<file path="config.mk">
export PLATFORM = sky130hd
export DESIGN_NAME = muldiv_seq_flat
export DESIGN_NICKNAME = d
export VERILOG_FILES = /design/src/rtl/muldiv_pkg.sv /design/src/rtl/muldiv_if.sv /design/src/rtl/muldiv_negate.sv /design/src/rtl/mux2.sv /design/src/rtl/muldiv_seq.sv /design/src/flat_wrapper.sv
export SDC_FILE = /design/constraint.sdc
export NUM_CORES = 1
export LEC_CHECK = 0
export BUFFER_PORTS_ARGS = -buffer_cell sky130_fd_sc_hd__buf_2
export CORE_MARGIN = 4
export CORE_UTILIZATION = 25
export DETAILED_ROUTE_END_ITERATION = 8
export GPL_ROUTABILITY_DRIVEN = 0
export PLACE_DENSITY_LB_ADDON = 0.2
export SYNTH_ARGS = -nofsm -noshare
export SYNTH_HDL_FRONTEND = slang
export SYNTH_SLANG_ARGS = --single-unit
</file>
<file path="constraint.sdc">
create_clock -name clk -period 6.4 [get_ports clk]
set_clock_uncertainty 0.2 [all_clocks]
set_input_delay 0.96 -clock clk [delete_from_list [all_inputs] [get_ports clk]]
set_output_delay 0.96 -clock clk [all_outputs]
set_load 0.005 [all_outputs]
</file>
<file path="src/rtl/muldiv_pkg.sv">
// -----------------------------------------------------------------------------
// muldiv_pkg
// Shared definitions for the iterative M-extension multiply/divide unit:
//   - funct3_e : funct3 encodings of the eight M-extension ops
//   - state_e  : sequencer states
//   - count_w  : width of the iteration down-counter for a given XLEN
// No ports (package).
// -----------------------------------------------------------------------------
package muldiv_pkg;

  typedef enum logic [2:0] {
    MUL    = 3'b000,
    MULH   = 3'b001,
    MULHSU = 3'b010,
    MULHU  = 3'b011,
    DIV    = 3'b100,
    DIVU   = 3'b101,
    REM    = 3'b110,
    REMU   = 3'b111
  } funct3_e;

  typedef enum logic [1:0] {
    IDLE = 2'd0,
    CALC = 2'd1,
    FIX  = 2'd2,
    DONE = 2'd3
  } state_e;

  // COUNT_W: the counter must hold the value XLEN itself, hence the extra bit.
  function automatic int count_w(input int xlen);
    return $clog2(xlen) + 1;
  endfunction

endpackage

</file>
<file path="src/rtl/muldiv_if.sv">
// -----------------------------------------------------------------------------
// muldiv_if
// Request/response bundle between the execute stage and muldiv_seq.
//   start, flush, funct3, a, b : requester -> unit
//   ready, done, y             : unit -> requester
// Modports: master (execute stage), slave (muldiv_seq).
// -----------------------------------------------------------------------------
interface muldiv_if #(
  parameter int XLEN = 32
);
  logic            start;
  logic            flush;
  logic [2:0]      funct3;
  logic [XLEN-1:0] a;
  logic [XLEN-1:0] b;
  logic            ready;
  logic            done;
  logic [XLEN-1:0] y;

  modport master (
    output start, flush, funct3, a, b,
    input  ready, done, y
  );

  modport slave (
    input  start, flush, funct3, a, b,
    output ready, done, y
  );
endinterface

</file>
<file path="src/rtl/muldiv_negate.sv">
// -----------------------------------------------------------------------------
// muldiv_negate
// Conditional two's-complement: q = neg ? -d : d.
// Used for operand magnitudes at accept and for result sign fixup.
//   d   : XLEN-bit input word
//   neg : negate when 1
//   q   : XLEN-bit result
// -----------------------------------------------------------------------------
module muldiv_negate #(
  parameter int XLEN = 32
) (
  input  logic [XLEN-1:0] d,
  input  logic            neg,
  output logic [XLEN-1:0] q
);
  assign q = neg ? (~d + {{(XLEN-1){1'b0}}, 1'b1}) : d;
endmodule

</file>
<file path="src/rtl/mux2.sv">
// -----------------------------------------------------------------------------
// mux2
// Generic two-input word multiplexer.
//   sel : 0 selects d0, 1 selects d1
//   d0, d1 : W-bit data inputs
//   y   : W-bit output
// -----------------------------------------------------------------------------
module mux2 #(
  parameter int W = 32
) (
  input  logic         sel,
  input  logic [W-1:0] d0,
  input  logic [W-1:0] d1,
  output logic [W-1:0] y
);
  assign y = sel ? d1 : d0;
endmodule

</file>
<file path="src/rtl/muldiv_seq.sv">
// -----------------------------------------------------------------------------
// muldiv_seq
// Iterative RV32M/RV64M multiply/divide unit, one bit per cycle.
//   clk   : clock
//   rst_n : synchronous active-low reset
//   bus   : muldiv_if.slave (start/flush/funct3/a/b in, ready/done/y out)
// Normal ops take XLEN CALC cycles plus FIX and DONE; divide by zero and
// signed overflow skip CALC. All arithmetic runs on magnitudes, signs are
// reapplied in FIX.
// -----------------------------------------------------------------------------
module muldiv_seq
  import muldiv_pkg::*;
#(
  parameter int XLEN = 32
) (
  input  logic    clk,
  input  logic    rst_n,
  muldiv_if.slave bus
);

  localparam int              CW       = count_w(XLEN);
  localparam logic [CW-1:0]   CNT_INIT = CW'(XLEN);
  localparam logic [CW-1:0]   CNT_LAST = CW'(1);
  localparam logic [CW-1:0]   CNT_ONE  = CW'(1);
  localparam logic [XLEN-1:0] MOST_NEG = {1'b1, {(XLEN-1){1'b0}}};
  localparam logic [XLEN-1:0] ALL_ONES = {XLEN{1'b1}};
  localparam logic [XLEN-1:0] ZERO_W   = {XLEN{1'b0}};

  state_e            state_r;
  logic [2:0]        op_r;
  logic [XLEN-1:0]   mag_a_r, mag_b_r;
  logic              neg_q_r, neg_r_r, special_r;
  logic [CW-1:0]     cnt_r;
  // mul: {high, low} product shift register; div: low half is dividend/quotient
  logic [2*XLEN-1:0] acc_r;
  logic [XLEN:0]     rem_r;
  logic              ready_r, done_r;
  logic [XLEN-1:0]   y_r;

  logic              a_signed_s, b_signed_s, sign_a_s, sign_b_s, div0_s, ovf_s;
  logic [XLEN-1:0]   abs_a_s, abs_b_s;
  logic [XLEN:0]     mul_sum_s;
  logic [2*XLEN-1:0] mul_next_s;
  logic [XLEN+1:0]   div_shift_s, div_diff_s;
  logic              div_ok_s;
  logic [XLEN:0]     div_rem_s;
  logic [XLEN-1:0]   div_word_s, result_s;
  logic [2*XLEN-1:0] fix_src_s, fixed_s;
  logic              fix_neg_s, hi_sel_s;

  assign bus.ready = ready_r;
  assign bus.done  = done_r;
  assign bus.y     = y_r;

  // Accept-time decode: operand signedness, sign flags and divide special cases
  always_comb begin
    a_signed_s = 1'b0;
    b_signed_s = 1'b0;
    case (bus.funct3)
      MULH, DIV, REM: begin
        a_signed_s = 1'b1;
        b_signed_s = 1'b1;
      end
      MULHSU:  a_signed_s = 1'b1;
      default: a_signed_s = 1'b0;
    endcase
    sign_a_s = a_signed_s & bus.a[XLEN-1];
    sign_b_s = b_signed_s & bus.b[XLEN-1];
    div0_s   = bus.funct3[2] & (bus.b == ZERO_W);
    ovf_s    = ((bus.funct3 == DIV) || (bus.funct3 == REM)) &&
               (bus.a == MOST_NEG) && (bus.b == ALL_ONES);
  end

  muldiv_negate #(.XLEN(XLEN)) u_abs_a (.d(bus.a), .neg(sign_a_s), .q(abs_a_s));
  muldiv_negate #(.XLEN(XLEN)) u_abs_b (.d(bus.b), .neg(sign_b_s), .q(abs_b_s));

  // One iteration step: shift-add multiply and restoring divide
  always_comb begin
    mul_sum_s = {1'b0, acc_r[2*XLEN-1:XLEN]} + {1'b0, mag_a_r};
    if (acc_r[0]) begin
      mul_next_s = {mul_sum_s, acc_r[XLEN-1:1]};
    end else begin
      mul_next_s = {1'b0, acc_r[2*XLEN-1:1]};
    end
    // Remainder stays below the divisor, so the top bit of the difference is the borrow
    div_shift_s = {rem_r, acc_r[XLEN-1]};
    div_diff_s  = div_shift_s - {2'b00, mag_b_r};
    div_ok_s    = ~div_diff_s[XLEN+1];
    if (div_ok_s) begin
      div_rem_s = div_diff_s[XLEN:0];
    end else begin
      div_rem_s = div_shift_s[XLEN:0];
    end
  end

  mux2 #(.W(XLEN)) u_div_sel (
    .sel(op_r[1]), .d0(acc_r[XLEN-1:0]), .d1(rem_r[XLEN-1:0]), .y(div_word_s)
  );

  // Result fixup: choose source word and whether it needs negating
  always_comb begin
    if (op_r[2]) begin
      fix_src_s = {ZERO_W, div_word_s};
    end else begin
      fix_src_s = acc_r;
    end
    if (special_r) begin
      fix_neg_s = 1'b0;
    end else if (op_r[2] && op_r[1]) begin
      fix_neg_s = neg_r_r;
    end else begin
      fix_neg_s = neg_q_r;
    end
    hi_sel_s = ~op_r[2] & (op_r[1:0] != 2'b00);
  end

  muldiv_negate #(.XLEN(2*XLEN)) u_fix (.d(fix_src_s), .neg(fix_neg_s), .q(fixed_s));

  mux2 #(.W(XLEN)) u_word_sel (
    .sel(hi_sel_s), .d0(fixed_s[XLEN-1:0]), .d1(fixed_s[2*XLEN-1:XLEN]), .y(result_s)
  );

  // Sequencer with registered handshake outputs and datapath registers
  always_ff @(posedge clk) begin
    if (!rst_n) begin
      state_r   <= IDLE;
      op_r      <= 3'b000;
      mag_a_r   <= ZERO_W;
      mag_b_r   <= ZERO_W;
      neg_q_r   <= 1'b0;
      neg_r_r   <= 1'b0;
      special_r <= 1'b0;
      cnt_r     <= {CW{1'b0}};
      acc_r     <= {(2*XLEN){1'b0}};
      rem_r     <= {(XLEN+1){1'b0}};
      ready_r   <= 1'b1;
      done_r    <= 1'b0;
      y_r       <= ZERO_W;
    end else begin
      done_r <= 1'b0;
      case (state_r)
        IDLE: begin
          if (bus.start && !bus.flush) begin
            op_r      <= bus.funct3;
            mag_a_r   <= abs_a_s;
            mag_b_r   <= abs_b_s;
            neg_q_r   <= sign_a_s ^ sign_b_s;
            neg_r_r   <= sign_a_s;
            special_r <= div0_s | ovf_s;
            cnt_r     <= CNT_INIT;
            ready_r   <= 1'b0;
            if (div0_s) begin
              acc_r   <= {ZERO_W, ALL_ONES};
              rem_r   <= {1'b0, bus.a};
              state_r <= FIX;
            end else if (ovf_s) begin
              acc_r   <= {ZERO_W, bus.a};
              rem_r   <= {(XLEN+1){1'b0}};
              state_r <= FIX;
            end else begin
              acc_r   <= {ZERO_W, (bus.funct3[2] ? abs_a_s : abs_b_s)};
              rem_r   <= {(XLEN+1){1'b0}};
              state_r <= CALC;
            end
          end else begin
            ready_r <= 1'b1;
          end
        end
        CALC: begin
          if (bus.flush) begin
            state_r <= IDLE;
            ready_r <= 1'b1;
          end else begin
            if (op_r[2]) begin
              rem_r <= div_rem_s;
              acc_r <= {acc_r[2*XLEN-1:XLEN], acc_r[XLEN-2:0], div_ok_s};
            end else begin
              acc_r <= mul_next_s;
            end
            cnt_r <= cnt_r - CNT_ONE;
            if (cnt_r == CNT_LAST) begin
              state_r <= FIX;
            end
          end
        end
        FIX: begin
          if (bus.flush) begin
            state_r <= IDLE;
            ready_r <= 1'b1;
          end else begin
            y_r     <= result_s;
            done_r  <= 1'b1;
            state_r <= DONE;
          end
        end
        DONE: begin
          state_r <= IDLE;
          ready_r <= 1'b1;
        end
        default: begin
          state_r <= IDLE;
          ready_r <= 1'b1;
        end
      endcase
    end
  end

endmodule

</file>
<file path="src/flat_wrapper.sv">
// flat-port wrapper written by rule: the top's interface ports become plain ports
module muldiv_seq_flat import muldiv_pkg::*;
#(
  parameter int XLEN = 32
)
  (clk, rst_n, bus_start, bus_flush, bus_funct3, bus_a, bus_b, bus_ready, bus_done, bus_y);
  muldiv_if #(.XLEN(XLEN)) bus_i ();
  input  logic clk;
  input  logic rst_n;
  input wire logic [$bits(bus_i.start)-1:0] bus_start;
  input wire logic [$bits(bus_i.flush)-1:0] bus_flush;
  input wire logic [$bits(bus_i.funct3)-1:0] bus_funct3;
  input wire logic [$bits(bus_i.a)-1:0] bus_a;
  input wire logic [$bits(bus_i.b)-1:0] bus_b;
  output wire logic [$bits(bus_i.ready)-1:0] bus_ready;
  output wire logic [$bits(bus_i.done)-1:0] bus_done;
  output wire logic [$bits(bus_i.y)-1:0] bus_y;
  assign bus_i.start = bus_start;
  assign bus_i.flush = bus_flush;
  assign bus_i.funct3 = bus_funct3;
  assign bus_i.a = bus_a;
  assign bus_i.b = bus_b;
  assign bus_ready = bus_i.ready;
  assign bus_done = bus_i.done;
  assign bus_y = bus_i.y;
  muldiv_seq #(.XLEN(XLEN)) u_core (.clk(clk), .rst_n(rst_n), .bus(bus_i));
endmodule
</file>
# --- After elaboration in Yosys (flattened, before gate mapping) ---
# Cells that the tools add are included.
classes:
  n_addsub: 6
  eq_ne: 16
  muxes: 38
  bitwise_logic: 12
  n_reduce_logical: 20
op_table:
  columns: ["operator", "n"]
  rows:
  - ["two-way mux 64 bit", 7]
  - ["two-way mux 32 bit", 7]
  - ["two-way mux 33 bit", 4]
  - ["case mux 64 bit (2 select lines)", 1]
  - ["case mux 33 bit (2 select lines)", 1]
  - ["adder 32 x 1 -> 32 bit (second input constant)", 2]
  - ["adder 64 x 1 -> 64 bit (second input constant)", 1]
  - ["== test 32 bit (second input constant)", 2]
  - ["inverter 32 bit", 2]
  - ["inverter 64 bit", 1]
  - ["subtractor 34 x 32 -> 34 bit", 1]
  - ["adder 32 x 32 -> 33 bit", 1]
  - ["logical NOT 32 bit", 1]
  - ["two-way mux 2 bit", 6]
  - ["two-way mux 6 bit", 2]
  - ["case mux 6 bit (2 select lines)", 1]
  - ["case mux 2 bit (4 select lines)", 1]
  - ["AND reduction 2 bit", 4]
  - ["AND reduction 4 bit", 2]
  - ["two-way mux 1 bit", 7]
  - ["== test 3 bit (second input constant)", 2]
  - ["== test 6 x 1 -> 1 bit (second input constant)", 1]
  - ["!= test 2 x 1 -> 1 bit (second input constant)", 3]
  - ["subtractor 6 x 1 -> 6 bit (second input constant)", 1]
  - ["20 further kinds", 31]
word_totals:
  ff_bits: 209
  in_bits: 71

# --- Depth between registers and ports, before layout ---
logic_depth:
  ltp_word: 10
  ltp_mapped: 15
  mapped_depth_nobuf: 12

# --- Modules after synthesis ---
# A second synthesis with hierarchy kept.
hier_totals:
  hier_cells: 2353
  hier_area_um2: 18001.0
modules_own_cells:
  columns: ["mod", "n_inst", "cells_each", "area_each_um2"]
  rows:
  - ["muldiv_seq", 1, 1877, 13709.4]
  - ["muldiv_negate at u_core.u_fix", 1, 206, 1649.1]
  - ["muldiv_negate at u_core.u_abs_a ...", 2, 99, 777.0]
  - ["mux2", 2, 36, 544.3]

# --- Worst setup path before layout ---
# OpenSTA, ideal clock, no wires.
synth_path:
  path_kind: "register to register"
  startpoint: "register u_core.op_r[1]"
  endpoint: "register u_core.y_r[24], in the netlist u_core.bus.y[24]"
  t_arrival_ns: 4.086
  required_time_ns: 6.084
  setup_slack_ns: 1.998
  stages_incl_launch_ff: 16
  path_buffers: 4
  cell_sequence: "dfxtp_1 and2_1 buf_2 buf_4 clkbuf_1 clkbuf_1 mux2i_1 ha_1 o211ai_1 nor4_1 nand2_1 or4b_1 o41ai_1 xnor2_1 o21ai_0 nand2_1"
synth_between:
  elab_chain_cells: 6
  elab_cells_between_ends: 11
synth_rtl:
  columns: ["element", "line_no", "rtl"]
  rows:
  - ["start: declaration", "muldiv_seq.sv:30", "logic [2:0] op_r;"]
  - ["start signal: assignment", "muldiv_seq.sv:144", "op_r <= bus.funct3;"]
  - ["two-way mux 32 bit", "mux2.sv:16", "assign y = sel ? d1 : d0;"]
  - ["two-way mux 64 bit", "muldiv_seq.sv:102", "if (op_r[2]) begin"]
  - ["inverter 64 bit", "muldiv_negate.sv:16", "assign q = neg ? (~d + {{(XLEN-1){1'b0}}, 1'b1}) : d;"]
  - ["adder 64 x 1 -> 64 bit", "muldiv_negate.sv:16", null]
  - ["two-way mux 64 bit", "muldiv_negate.sv:16", null]
  - ["two-way mux 32 bit (*)", "mux2.sv:16", null]
  - ["end signal: assignment", "muldiv_seq.sv:191", "y_r <= result_s;"]
  - ["end: declaration", "muldiv_seq.sv:38", "logic [XLEN-1:0] y_r;"]
# Mark *: on every way between the ends. The rest lies on a longest branch, timed or not.
# A chain may end at the register's enable or synchronous reset.

# --- Worst setup path in the final report ---
layout_path:
  startpoint: "register u_core.op_r[2]"
  endpoint: "register u_core.y_r[24], in the netlist u_core.bus.y[24]"
layout_between:
  elab_chain_cells: 5
  elab_cells_between_ends: 10
layout_rtl:
  columns: ["element", "line_no"]
  rows:
  - ["two-way mux 64 bit / logical AND 1 bit (equally long branches)", "muldiv_seq.sv:102, muldiv_seq.sv:109"]
  - ["inverter 64 bit / two-way mux 1 bit (equally long branches)", "muldiv_negate.sv:16, muldiv_seq.sv:109"]
  - ["adder 64 x 1 -> 64 bit / two-way mux 1 bit (equally long branches)", "muldiv_negate.sv:16, muldiv_seq.sv:107"]
  - ["two-way mux 64 bit", "muldiv_negate.sv:16"]
  - ["two-way mux 32 bit (*)", "mux2.sv:16"]
# Marks and branches as above.

==> metrics <==
outcome completed; DR WL/cell 22.0 µm; leakage between 7 and 8 nW; clock period minus worst slack between 4000 and 5000 ps; Post-Place Cells between 3k and 4k; Starting DRT DRC Count ~1.6k; first-pass iteration count of the detailed router 6; crit path DAT 5250 ps; antenna-violating nets left 0; Setup-failing EPs final 0; dominant synthesized flop cell dfxtp_1; Ys Warns 0; vias in the first global route 15.9k; Final #Nets 2,352; crit-path leading delay family simple AND/OR/NAND/NOR gates; hold_sp u_core.bus.y[5]$_SDFFE_PN0P_; Post-Syn Instances between 2k and 2.5k; Via density between 5 and 6; Critical path buffers and inverters 0; std cell rows 94; via count ~17k; I/O pins about 110; post-CTS setup buffer count 0; Max Freq 0.200 GHz; RSZ-0062 raised after global routing no; clock-pin slew on the worst setup and hold paths roughly 60 ps; R2R Path Start u_core.op_r[2]$_SDFFE_PN0P_; CTS Sinks 209; Die ar. 70,500 µm²; actual slew at the worst max-slew pin ~1200 ps; Seq cells post-synth around 210; CP max-delay cell dfxtp_4; CTS Buf Count 29; clk buf depth 3; hpwl dp between 50 and 60 mm; Worst Setup Start Kind flop; Pwr Density 400 nW/µm²; Post-route DRC 0; Final Cycle Share 78.1%; Max-Cap Viols 0; Async S/R FF share, synth 0%; crit end category flop; post_cts resized 0; critical path's largest stage delay approximately 910 ps; max_slew headroom between 10% and 20%; Area Overhead vs Synth 13.1%; WHS Endpoint u_core.bus.y[5]$_SDFFE_PN0P_; RR Endpoint u_core.bus.y[24]$_SDFFE_PN0P_; TritonCTS clock tree done; Hold Vio Cnt, Final 0; critical path data required time 6660 ps; EDFF count, synth 0; Cell variety after synth 80; CP cell instances nand2_1 -> a21boi_0 -> ha_1 -> o211ai_1 -> nor4_1 -> nand2_1 -> or4b_1 -> o41ai_1 -> xnor2_1 -> o21ai_0 -> nand2_1; Syn Nets between 2k and 2.5k; gr usage total between 10% and 20%; max-slew violations 0; H-tree depth 1; Die X-Extent between 200 and 300 µm; initial antenna violation count 4; Setup Crit Path Kind flop to flop; hold buffers post-CTS 0; Synth area leader dfxtp_1; final setup margin about 1400 ps; core area 65,700 µm²; Synth top cells by count 217 x nor2_1, 209 x dfxtp_1, 194 x a21oi_1, 192 x nand2_1, 165 x o21ai_0; Mean Syn Cell Area approximately 7.6 µm²; Crit Path Max Fanout 75; global-route wire length before repair 102 mm; largest net degree at the start of global routing 84; grt ovf 0; final WL ~68 mm; post-synth top area share between 20 and 30%; worst hold path cell count 2; cells taking the most area after synthesis dfxtp_1 25%, a21oi_1 5.9%, ha_1 5.5%, o21ai_0 5.0%, nor2_1 4.9%; most common cell type on the critical path nand2_1; R2R depth 11; Layout Cells excl Fill around 3.1k; Post-Syn Area approximately 17,000 µm²; count of buffers from port buffering ~100; worst-skew pair later-pin latency roughly 570 ps; Seq/Total Area, Yosys 25.2%; layout cell share with drive strength beyond 1 10.4%; slack of the worst reg-to-reg path roughly 1400 ps; setup TNS 0 ps; Die Y between 200 and 300 µm; initial core utilization around a quarter; Tightest Hold Check Type flop to flop; pre-CTS setup slack roughly 1500 ps; most frequent cell after synthesis nor2_1; Overall Power between 7 and 8 mW; Max VDD drop between 0.2 and 0.25 mV; Root Buffer clkbuf_16
[stage by stage]
stage	utilization, %	area [µm²]	hold slack [ps]
floorplan	-	16600	235
global placement	27.2	17900	240
detailed placement	27.2	17900	246
CTS	28.5	18800	254
global route	28.5	18800	278
finish	28.5	18800	251
[worst reg2reg max path: stages, from the launching register on]
cell      delay [ps]
dfxtp_4          910
nand2_1          490
a21boi_0         420
ha_1             260
o211ai_1         140
nor4_1           690
nand2_1          350
or4b_1           640
o41ai_1          450
xnor2_1          110
o21ai_0          170
nand2_1           70
[flip-flops by register name, summed over array words and instances, names as in the netlist, 2 cells and up]
signal and flops:
u_core.acc_r 64, u_core.mag_b_r 32, u_core.bus.y 32, u_core.mag_a_r 32, u_core.cnt_r 6, u_core.state_r 2
u_core.op_r 3, u_core.rem_r 33
[kinds of logic after synthesis]
logic type / count (synthesis) / share of synthesized area [%]
simple gates: 674 / 19.4
fa+ha+maj: 75 / 5.75
compound gates: 728 / 28.3
buf+inv: 203 / 4.75
xor+xnor: 173 / 9.14
flops: 209 / 25.2
mux: 119 / 7.51
[worst max path at each step]
| stage | slack (ps) | to | startpoint | cells after the start |
|---|---|---|---|---|
| 2_1_floorplan | 2000 | u_core.bus.y[24]$_SDFFE_PN0P_ | u_core.op_r[1]$_SDFFE_PN0P_ | 15 |
| 3_3_place_gp | 960 | u_core.acc_r[25]$_SDFFE_PN0P_ | bus_a[25] | 8 |
| 3_5_place_dp | 1540 | u_core.bus.y[24]$_SDFFE_PN0P_ | u_core.op_r[2]$_SDFFE_PN0P_ | 11 |
| 4_1_cts | 1520 | u_core.bus.y[24]$_SDFFE_PN0P_ | u_core.op_r[2]$_SDFFE_PN0P_ | 11 |
| 5_1_grt | 1040 | u_core.bus.y[24]$_SDFFE_PN0P_ | u_core.op_r[2]$_SDFFE_PN0P_ | 11 |
| 6_report | 1400 | u_core.bus.y[24]$_SDFFE_PN0P_ | u_core.op_r[2]$_SDFFE_PN0P_ | 11 |
[layout make-up]
cell class / instances / area (µm²)
clock inverter: 8 / 90.1
fill: 7159 / 47000
tap: 864 / 1080
multi-input combinational: 1769 / 11600
sequential: 209 / 4190
timing repair buffer: 127 / 696
antenna: 3 / 7.51
inverter: 70 / 263
clock buffer: 38 / 790
[per-layer routing]
layer  vias to the layer above  GRT usage (%)  share of wire, %  wire, µm
li1                       8097              -                 -         -
met1                      8062           27.7                50     33800
met2                       544           28.0                42     28800
met3                        66           2.62               6.0      4040
met4                         4           3.24               1.8      1210
met5                         -              0             0.038        26
[report_power, final]
group / leakage, nW / internal, mW / switching [mW]
sequential: 1.70 / 1.53 / 0.338
clock: 0.438 / 0.930 / 0.627
combinational: 4.91 / 1.55 / 2.52
[cell usage in the layout, fill, tap and decap left out, types with 29 or more instances in the layout]
cell type	count
a211oi_1	89
a21o_1	34
a21oi_1	193
a31oi_1	30
buf_2	103
clkbuf_16	29
dfxtp_1	208
ha_1	72
inv_1	69
mux2_2	43
mux2i_1	76
nand2_1	192
nand3_1	41
nor2_1	215
nor3_1	35
o21ai_0	164
xnor2_1	81
xor2_1	92
Power figures use the tool's default switching activity.
